`src/rtl/neuron_pkg.sv`:
```
// rtl/neuron_pkg.sv - shared constants and FSM state type for the neuron feeder
// Contents: DATA_W (pair element width), DEF_M / DEF_N (default pair count and
// result width), state_e (feeder FSM states).
package neuron_pkg;

  localparam int DATA_W = 8;
  localparam int DEF_M  = 4;
  localparam int DEF_N  = 18;

  typedef enum logic [2:0] {
    ST_IDLE,
    ST_START,
    ST_FEED,
    ST_WAIT,
    ST_DONE
  } state_e;

endpackage

```
`src/rtl/neuron_pair_mem.sv`:
```
// rtl/neuron_pair_mem.sv - M-entry register file holding {input, weight} pairs
// Ports:
//   clk_i, rst_i     clock, synchronous active-high clear of every slot
//   wr_en_i          write strobe (already qualified by the caller's busy state)
//   wr_addr_i        write slot; addresses >= M are dropped here
//   wr_data_i        {input, weight}
//   rd_addr_i        combinational read slot
//   rd_data_o        {input, weight} of rd_addr_i
module neuron_pair_mem
  import neuron_pkg::*;
#(
  parameter int M  = DEF_M,
  parameter int AW = (M > 1) ? $clog2(M) : 1
) (
  input  logic                  clk_i,
  input  logic                  rst_i,
  input  logic                  wr_en_i,
  input  logic [AW-1:0]         wr_addr_i,
  input  logic [2*DATA_W-1:0]   wr_data_i,
  input  logic [AW-1:0]         rd_addr_i,
  output logic [2*DATA_W-1:0]   rd_data_o
);

  // One extra bit so M itself is representable for the range check.
  localparam logic [AW:0] M_L = (AW+1)'(M);

  logic [2*DATA_W-1:0] mem_q [M];

  always_ff @(posedge clk_i) begin
    if (rst_i) begin
      for (int i = 0; i < M; i++) begin
        mem_q[i] <= '0;
      end
    end else if (wr_en_i && ({1'b0, wr_addr_i} < M_L)) begin
      mem_q[wr_addr_i] <= wr_data_i;
    end
  end

  assign rd_data_o = mem_q[rd_addr_i];

endmodule

```
`src/rtl/neuron_feeder.sv`:
```
// rtl/neuron_feeder.sv - sequences buffered input/weight pairs into a neuron and captures its result
// Ports:
//   clk_i, rst_i                      clock, synchronous active-high reset
//   wr_en_i, wr_addr_i                host write into the pair buffer (idle only)
//   wr_in_i, wr_weight_i              pair value written
//   go_i                              start one evaluation (ignored while busy)
//   busy_o, done_o                    run in progress, one-cycle completion pulse
//   result_o, err_o                   last captured neuron output, timeout flag
//   n_start_o, n_in_o, n_weight_o     drive side to the neuron
//   n_out_i, n_ready_i                neuron result and result-valid
module neuron_feeder
  import neuron_pkg::*;
#(
  parameter int M       = DEF_M,
  parameter int N       = DEF_N,
  parameter int HOLD    = 2,
  parameter int TIMEOUT = 64,
  parameter int AW      = (M > 1) ? $clog2(M) : 1
) (
  input  logic              clk_i,
  input  logic              rst_i,
  input  logic              wr_en_i,
  input  logic [AW-1:0]     wr_addr_i,
  input  logic [DATA_W-1:0] wr_in_i,
  input  logic [DATA_W-1:0] wr_weight_i,
  input  logic              go_i,
  output logic              busy_o,
  output logic              done_o,
  output logic [N-1:0]      result_o,
  output logic              err_o,
  output logic              n_start_o,
  output logic [DATA_W-1:0] n_in_o,
  output logic [DATA_W-1:0] n_weight_o,
  input  logic [N-1:0]      n_out_i,
  input  logic              n_ready_i
);

  localparam logic [3:0]    HOLD_LAST = 4'(HOLD - 1);
  localparam logic [AW-1:0] IDX_LAST  = AW'(M - 1);
  localparam logic [7:0]    WAIT_LAST = 8'(TIMEOUT - 1);

  state_e            state_q, state_d;
  logic [AW-1:0]     idx_q, idx_d;
  logic [3:0]        hold_q, hold_d;
  logic [7:0]        wait_q, wait_d;
  logic [N-1:0]      result_q, result_d;
  logic              err_q, err_d;

  logic [2*DATA_W-1:0] rd_data;
  logic                mem_we;

  // Busy is derived from the state, so it rises on the go-acceptance edge and
  // falls on the edge that returns the FSM to IDLE.
  assign busy_o = (state_q != ST_IDLE);

  // The buffer is frozen for the whole run; a write in the go cycle still lands
  // because busy is low during that cycle.
  assign mem_we = wr_en_i & ~busy_o;

  neuron_pair_mem #(
    .M  (M),
    .AW (AW)
  ) u_mem (
    .clk_i     (clk_i),
    .rst_i     (rst_i),
    .wr_en_i   (mem_we),
    .wr_addr_i (wr_addr_i),
    .wr_data_i ({wr_in_i, wr_weight_i}),
    .rd_addr_i (idx_q),
    .rd_data_o (rd_data)
  );

  always_ff @(posedge clk_i) begin
    if (rst_i) begin
      state_q  <= ST_IDLE;
      idx_q    <= '0;
      hold_q   <= '0;
      wait_q   <= '0;
      result_q <= '0;
      err_q    <= 1'b0;
    end else begin
      state_q  <= state_d;
      idx_q    <= idx_d;
      hold_q   <= hold_d;
      wait_q   <= wait_d;
      result_q <= result_d;
      err_q    <= err_d;
    end
  end

  always_comb begin
    state_d  = state_q;
    idx_d    = idx_q;
    hold_d   = hold_q;
    wait_d   = wait_q;
    result_d = result_q;
    err_d    = err_q;
    unique case (state_q)
      ST_IDLE: begin
        if (go_i) begin
          state_d = ST_START;
        end
      end
      ST_START: begin
        idx_d   = '0;
        hold_d  = '0;
        wait_d  = '0;
        state_d = ST_FEED;
      end
      ST_FEED: begin
        if (hold_q == HOLD_LAST) begin
          hold_d = '0;
          if (idx_q == IDX_LAST) begin
            wait_d  = '0;
            state_d = ST_WAIT;
          end else begin
            idx_d = idx_q + AW'(1);
          end
        end else begin
          hold_d = hold_q + 4'd1;
        end
      end
      ST_WAIT: begin
        // A ready already high on the first WAIT cycle is captured right away.
        if (n_ready_i) begin
          result_d = n_out_i;
          err_d    = 1'b0;
          state_d  = ST_DONE;
        end else if (wait_q == WAIT_LAST) begin
          err_d   = 1'b1;
          state_d = ST_DONE;
        end else begin
          wait_d = wait_q + 8'd1;
        end
      end
      ST_DONE: begin
        idx_d   = '0;
        hold_d  = '0;
        wait_d  = '0;
        state_d = ST_IDLE;
      end
      default: begin
        state_d = ST_IDLE;
      end
    endcase
  end

  assign done_o     = (state_q == ST_DONE);
  assign n_start_o  = (state_q == ST_START);
  assign n_in_o     = (state_q == ST_FEED) ? rd_data[2*DATA_W-1:DATA_W] : '0;
  assign n_weight_o = (state_q == ST_FEED) ? rd_data[DATA_W-1:0] : '0;
  assign result_o   = result_q;
  assign err_o      = err_q;

endmodule
```
`config.mk`:
```
export PLATFORM = sky130hd
export DESIGN_NAME = neuron_feeder
export DESIGN_NICKNAME = d
export VERILOG_FILES = /design/src/rtl/neuron_pkg.sv /design/src/rtl/neuron_pair_mem.sv /design/src/rtl/neuron_feeder.sv
export SDC_FILE = /design/constraint.sdc
export NUM_CORES = 1
export LEC_CHECK = 0
export CAP_MARGIN = 20
export CORE_UTILIZATION = 55
export DETAILED_ROUTE_END_ITERATION = 7
export PLACE_DENSITY_LB_ADDON = 0.12
export SYNTH_ARGS = -nofsm -noshare
export SYNTH_HDL_FRONTEND = slang
export SYNTH_HIERARCHICAL = 1
export SYNTH_SLANG_ARGS = --single-unit
```
`constraint.sdc`:
```
create_clock -name clk_i -period 4.05 [get_ports clk_i]
set_input_delay 1.215 -clock clk_i [delete_from_list [all_inputs] [get_ports clk_i]]
set_output_delay 1.215 -clock clk_i [all_outputs]
set_load 0.02 [all_outputs]
```
==> results.md <==
- Result of the run: finished clean
- Static power due to leakage: approximately 2 nW
- CTS tree: yes
- Cell type with the highest aggregate area in the netlist: sky130_fd_sc_hd__edfxtp_1
- Areal power density over the cells: roughly 360 nW/µm²
- Net count after synthesis: 435
- Synth top area cells: sky130_fd_sc_hd__edfxtp_1, sky130_fd_sc_hd__dfxtp_1, sky130_fd_sc_hd__and2_1, sky130_fd_sc_hd__mux4_2, sky130_fd_sc_hd__nand2_1
- TritonCTS buffer count: 9
- First-pass GRT wire length: approximately 15 mm
- Sequential-to-total area share from yosys stat: 0.5671
- Highest net fanout along the worst path: 14
- Count of cell types in the netlist: 53
- FP Rows: 33
- Post-CTS sizing: 0
- Detailed-router iteration count before antenna repair: 4
- Floorplan die area: a little under 9000 µm²
- Max IR drop VDD: 0.2866 mV
- Maximum number of pins on one net before global-route repair: 42
- Per-cell routed wire length: 16.36 µm
- H-tree lvl count: 3
- Max Freq: 276.1 MHz
- Portion of the clock cycle consumed by the worst path in the final layout: 0.8944
- Setup_tns: 0 ps
- Design area: 5710 µm²
- Share of the synthesized area in the top cell type: 0.4125
- Count of input and output buffers: 78
- Count of final setup violators: 0
- Via count of the first global-routing pass: between 3000 and 4000
- Die Height: 94.04 µm
- Number of enable-type register cells in the synthesized netlist: 64
- Initial antenna violation count: 0
- Setup slack of the most critical reg-to-reg path: between 1500 and 2000 ps
- Layout Skew: 14.62 ps
- Type of the most critical hold path: register to register
- Post-DR vias/cell: 5.548
- Relative slew slack: 0.4296
- Unrepaired setup endpoints after global routing: no
- Measured slew at the worst slew-check pin: approximately 850 ps
- Cell at the root of the clock tree: sky130_fd_sc_hd__clkbuf_8
- Gate count of the mapped netlist: around 400
- Top_reg_cell synth: sky130_fd_sc_hd__edfxtp_1
- Detailed Route Iter0 Violations: 117
- Fill cell count: 620
- DP Wirelength: 6.101 mm
- Worst-path clk slew: 100 ps
- Total number of nets in the final design: 508
- Clock latency on the worst-skew pair: ~370 ps
- Clock Tree Buf Depth: 2
- Post-route DRC violation count: 0
- Critical path start-end classification: register to output pin
- Number of hold buffers added after CTS: 0
- PnR Total Power: between 2 and 2.5 mW
- Summed instance area of the synthesized netlist: 4659 µm²
- Number of clock sinks seen by CTS: 100
- Synthesis-to-layout area growth: 22.56%
- Remaining antenna violation count: 0
- Count of max-cap constraint violations: 0
- Number of storage elements in the synthesis netlist: 100
- Type of origin of the critical path: register
- Chip Width: 94.04 µm
- Post-route minimum period: 3622 ps
- Most frequent standard cell in the layout excluding fill and tap cells: sky130_fd_sc_hd__and2_1
- Endpoint required time on the critical path: 2830 ps
- I/O Pins: 79
- Number of endpoints with negative hold slack in the final report: 0
- GRT Resource Usage Total: 0.2350
- Placement-stage cell area: 5507 µm²
- Number of setup buffers added after CTS: 0
- Final max-slew violation count: 0
- Core footprint: 8217 µm²
- Vias after detailed routing: 3179
- Top library cells by usage in the layout, fill and taps aside: sky130_fd_sc_hd__and2_1, sky130_fd_sc_hd__clkdlybuf4s50_1, sky130_fd_sc_hd__edfxtp_1
- Warning count from the yosys run: 6
- Remaining global-route overflow: 0
- Routability congestion estimate: roughly 0.76
- Critical path arrival: approximately 2400 ps
- Share of flip-flops with an asynchronous set or reset after synthesis: 0
- Initial Util: 0.5671
- Post-detailed-routing wire length: 9.377 mm
- Average size of a mapped cell: 11.95 µm²
- Antenna diode count: 0
- Fraction of final layout cells sized beyond drive strength 1: 0.1026
- Endpoint kind of the worst setup timing path: output pin
routing by layer:
layer	vias up	GRT usage	part of all wire
li1	1555	-	-
met3	12	0.05340	0.051
met4	0	0.08205	0.013
met2	92	0.4161	0.52
met1	1520	0.2800	0.42
met5	-	0	0
worst paths after layout:
| check | cells after the start | start | to |
|---|---|---|---|
| max reg2reg | 6 | idx_q[0]$_SDFFE_PP0P_ | wait_q[0]$_SDFFE_PP0P_ |
| min | 2 | result_o[5]$_SDFFE_PP0P_ | result_o[5]$_SDFFE_PP0P_ |
| max | 4 | idx_q[0]$_SDFFE_PP0P_ | n_weight_o[7] |
| min reg2reg | 2 | result_o[5]$_SDFFE_PP0P_ | result_o[5]$_SDFFE_PP0P_ |
per-stage QoR:
stage / cells / utilization / hold slack (ps) / setup WS (ps)
after floorplan: 390 / - / 452.3 / 1332
after global placement: 557 / 0.6702 / 441.0 / 816.6
after detailed placement: 557 / 0.6702 / 448.9 / 821.5
after CTS: 573 / 0.6950 / 459.9 / 391.7
after global routing: 573 / 0.6950 / 480.1 / 276.7
final: 573 / 0.6950 / 461.7 / 427.7
flip-flops by register name, indices dropped and copies added (netlist names):
| name | count |
|---|---|
| err_o | 1 |
| idx_q | 2 |
| result_o | 18 |
| state_q | 3 |
| hold_q | 4 |
| wait_q | 8 |
| u_mem/mem_q | 64 |
logic make-up (layout without fill, tap and decap cells):
| logic type | after synthesis | after routing | share of synthesized area |
|---|---|---|---|
| AOI/OAI and AO/OA | 57 | 57 | 0.08056 |
| xor gates and xnor gates | 1 | 1 | 0.001880 |
| adders and majority gates | 4 | 4 | 0.01074 |
| buffers and inverters | 28 | 106 | 0.03115 |
| DFF | 100 | 100 | 0.5671 |
| muxes | 18 | 18 | 0.08163 |
| and+or+nand+nor | 182 | 182 | 0.2269 |
power by group:
group          internal, mW  switching (mW)  leakage, nW  total [mW]
Sequential             1.13          0.0244        0.958        1.16
Clock                 0.245           0.382       0.0994       0.627
Combinational         0.136           0.121        0.942       0.257
Total                  1.51           0.527         2.00        2.04
worst max-delay path, cell delays in order (launching register included):
cell and delay (ps):
sky130_fd_sc_hd__dfxtp_1 600, sky130_fd_sc_hd__buf_12 230, sky130_fd_sc_hd__mux4_2 510, sky130_fd_sc_hd__and2_1 170, sky130_fd_sc_hd__clkdlybuf4s50_1 530
synthesized netlist by cell type, types with 3 or more instances:
library cell	count
sky130_fd_sc_hd__nor2_1	7
sky130_fd_sc_hd__nor3b_1	3
sky130_fd_sc_hd__and2_1	81
sky130_fd_sc_hd__clkbuf_1	7
sky130_fd_sc_hd__a31oi_1	5
sky130_fd_sc_hd__nor3b_2	3
sky130_fd_sc_hd__buf_6	3
sky130_fd_sc_hd__or3_1	3
sky130_fd_sc_hd__o21bai_1	3
sky130_fd_sc_hd__nand3_1	7
sky130_fd_sc_hd__buf_2	10
sky130_fd_sc_hd__o211ai_1	3
sky130_fd_sc_hd__mux4_2	16
sky130_fd_sc_hd__nor2b_1	4
sky130_fd_sc_hd__edfxtp_1	64
sky130_fd_sc_hd__a21oi_1	28
sky130_fd_sc_hd__nor3_1	6
sky130_fd_sc_hd__dfxtp_1	36
sky130_fd_sc_hd__ha_1	4
sky130_fd_sc_hd__o21ai_1	3
sky130_fd_sc_hd__inv_1	6
sky130_fd_sc_hd__nand2_1	49
layout make-up:
type | count | area [µm²] | share of cell area
Clock buffer | 9 | 123.9 | 0.02169
Clock inverter | 7 | 80.08 | 0.01402
Inverter | 6 | 22.52 | 0.003944
Multi-Input combinational cell | 262 | 1872 | 0.3278
Sequential cell | 100 | 2643 | 0.4628
Tap cell | 105 | 131.4 | 0.02301
Timing Repair Buffer | 84 | 838.3 | 0.1468
(Power assumes the default switching activity.)
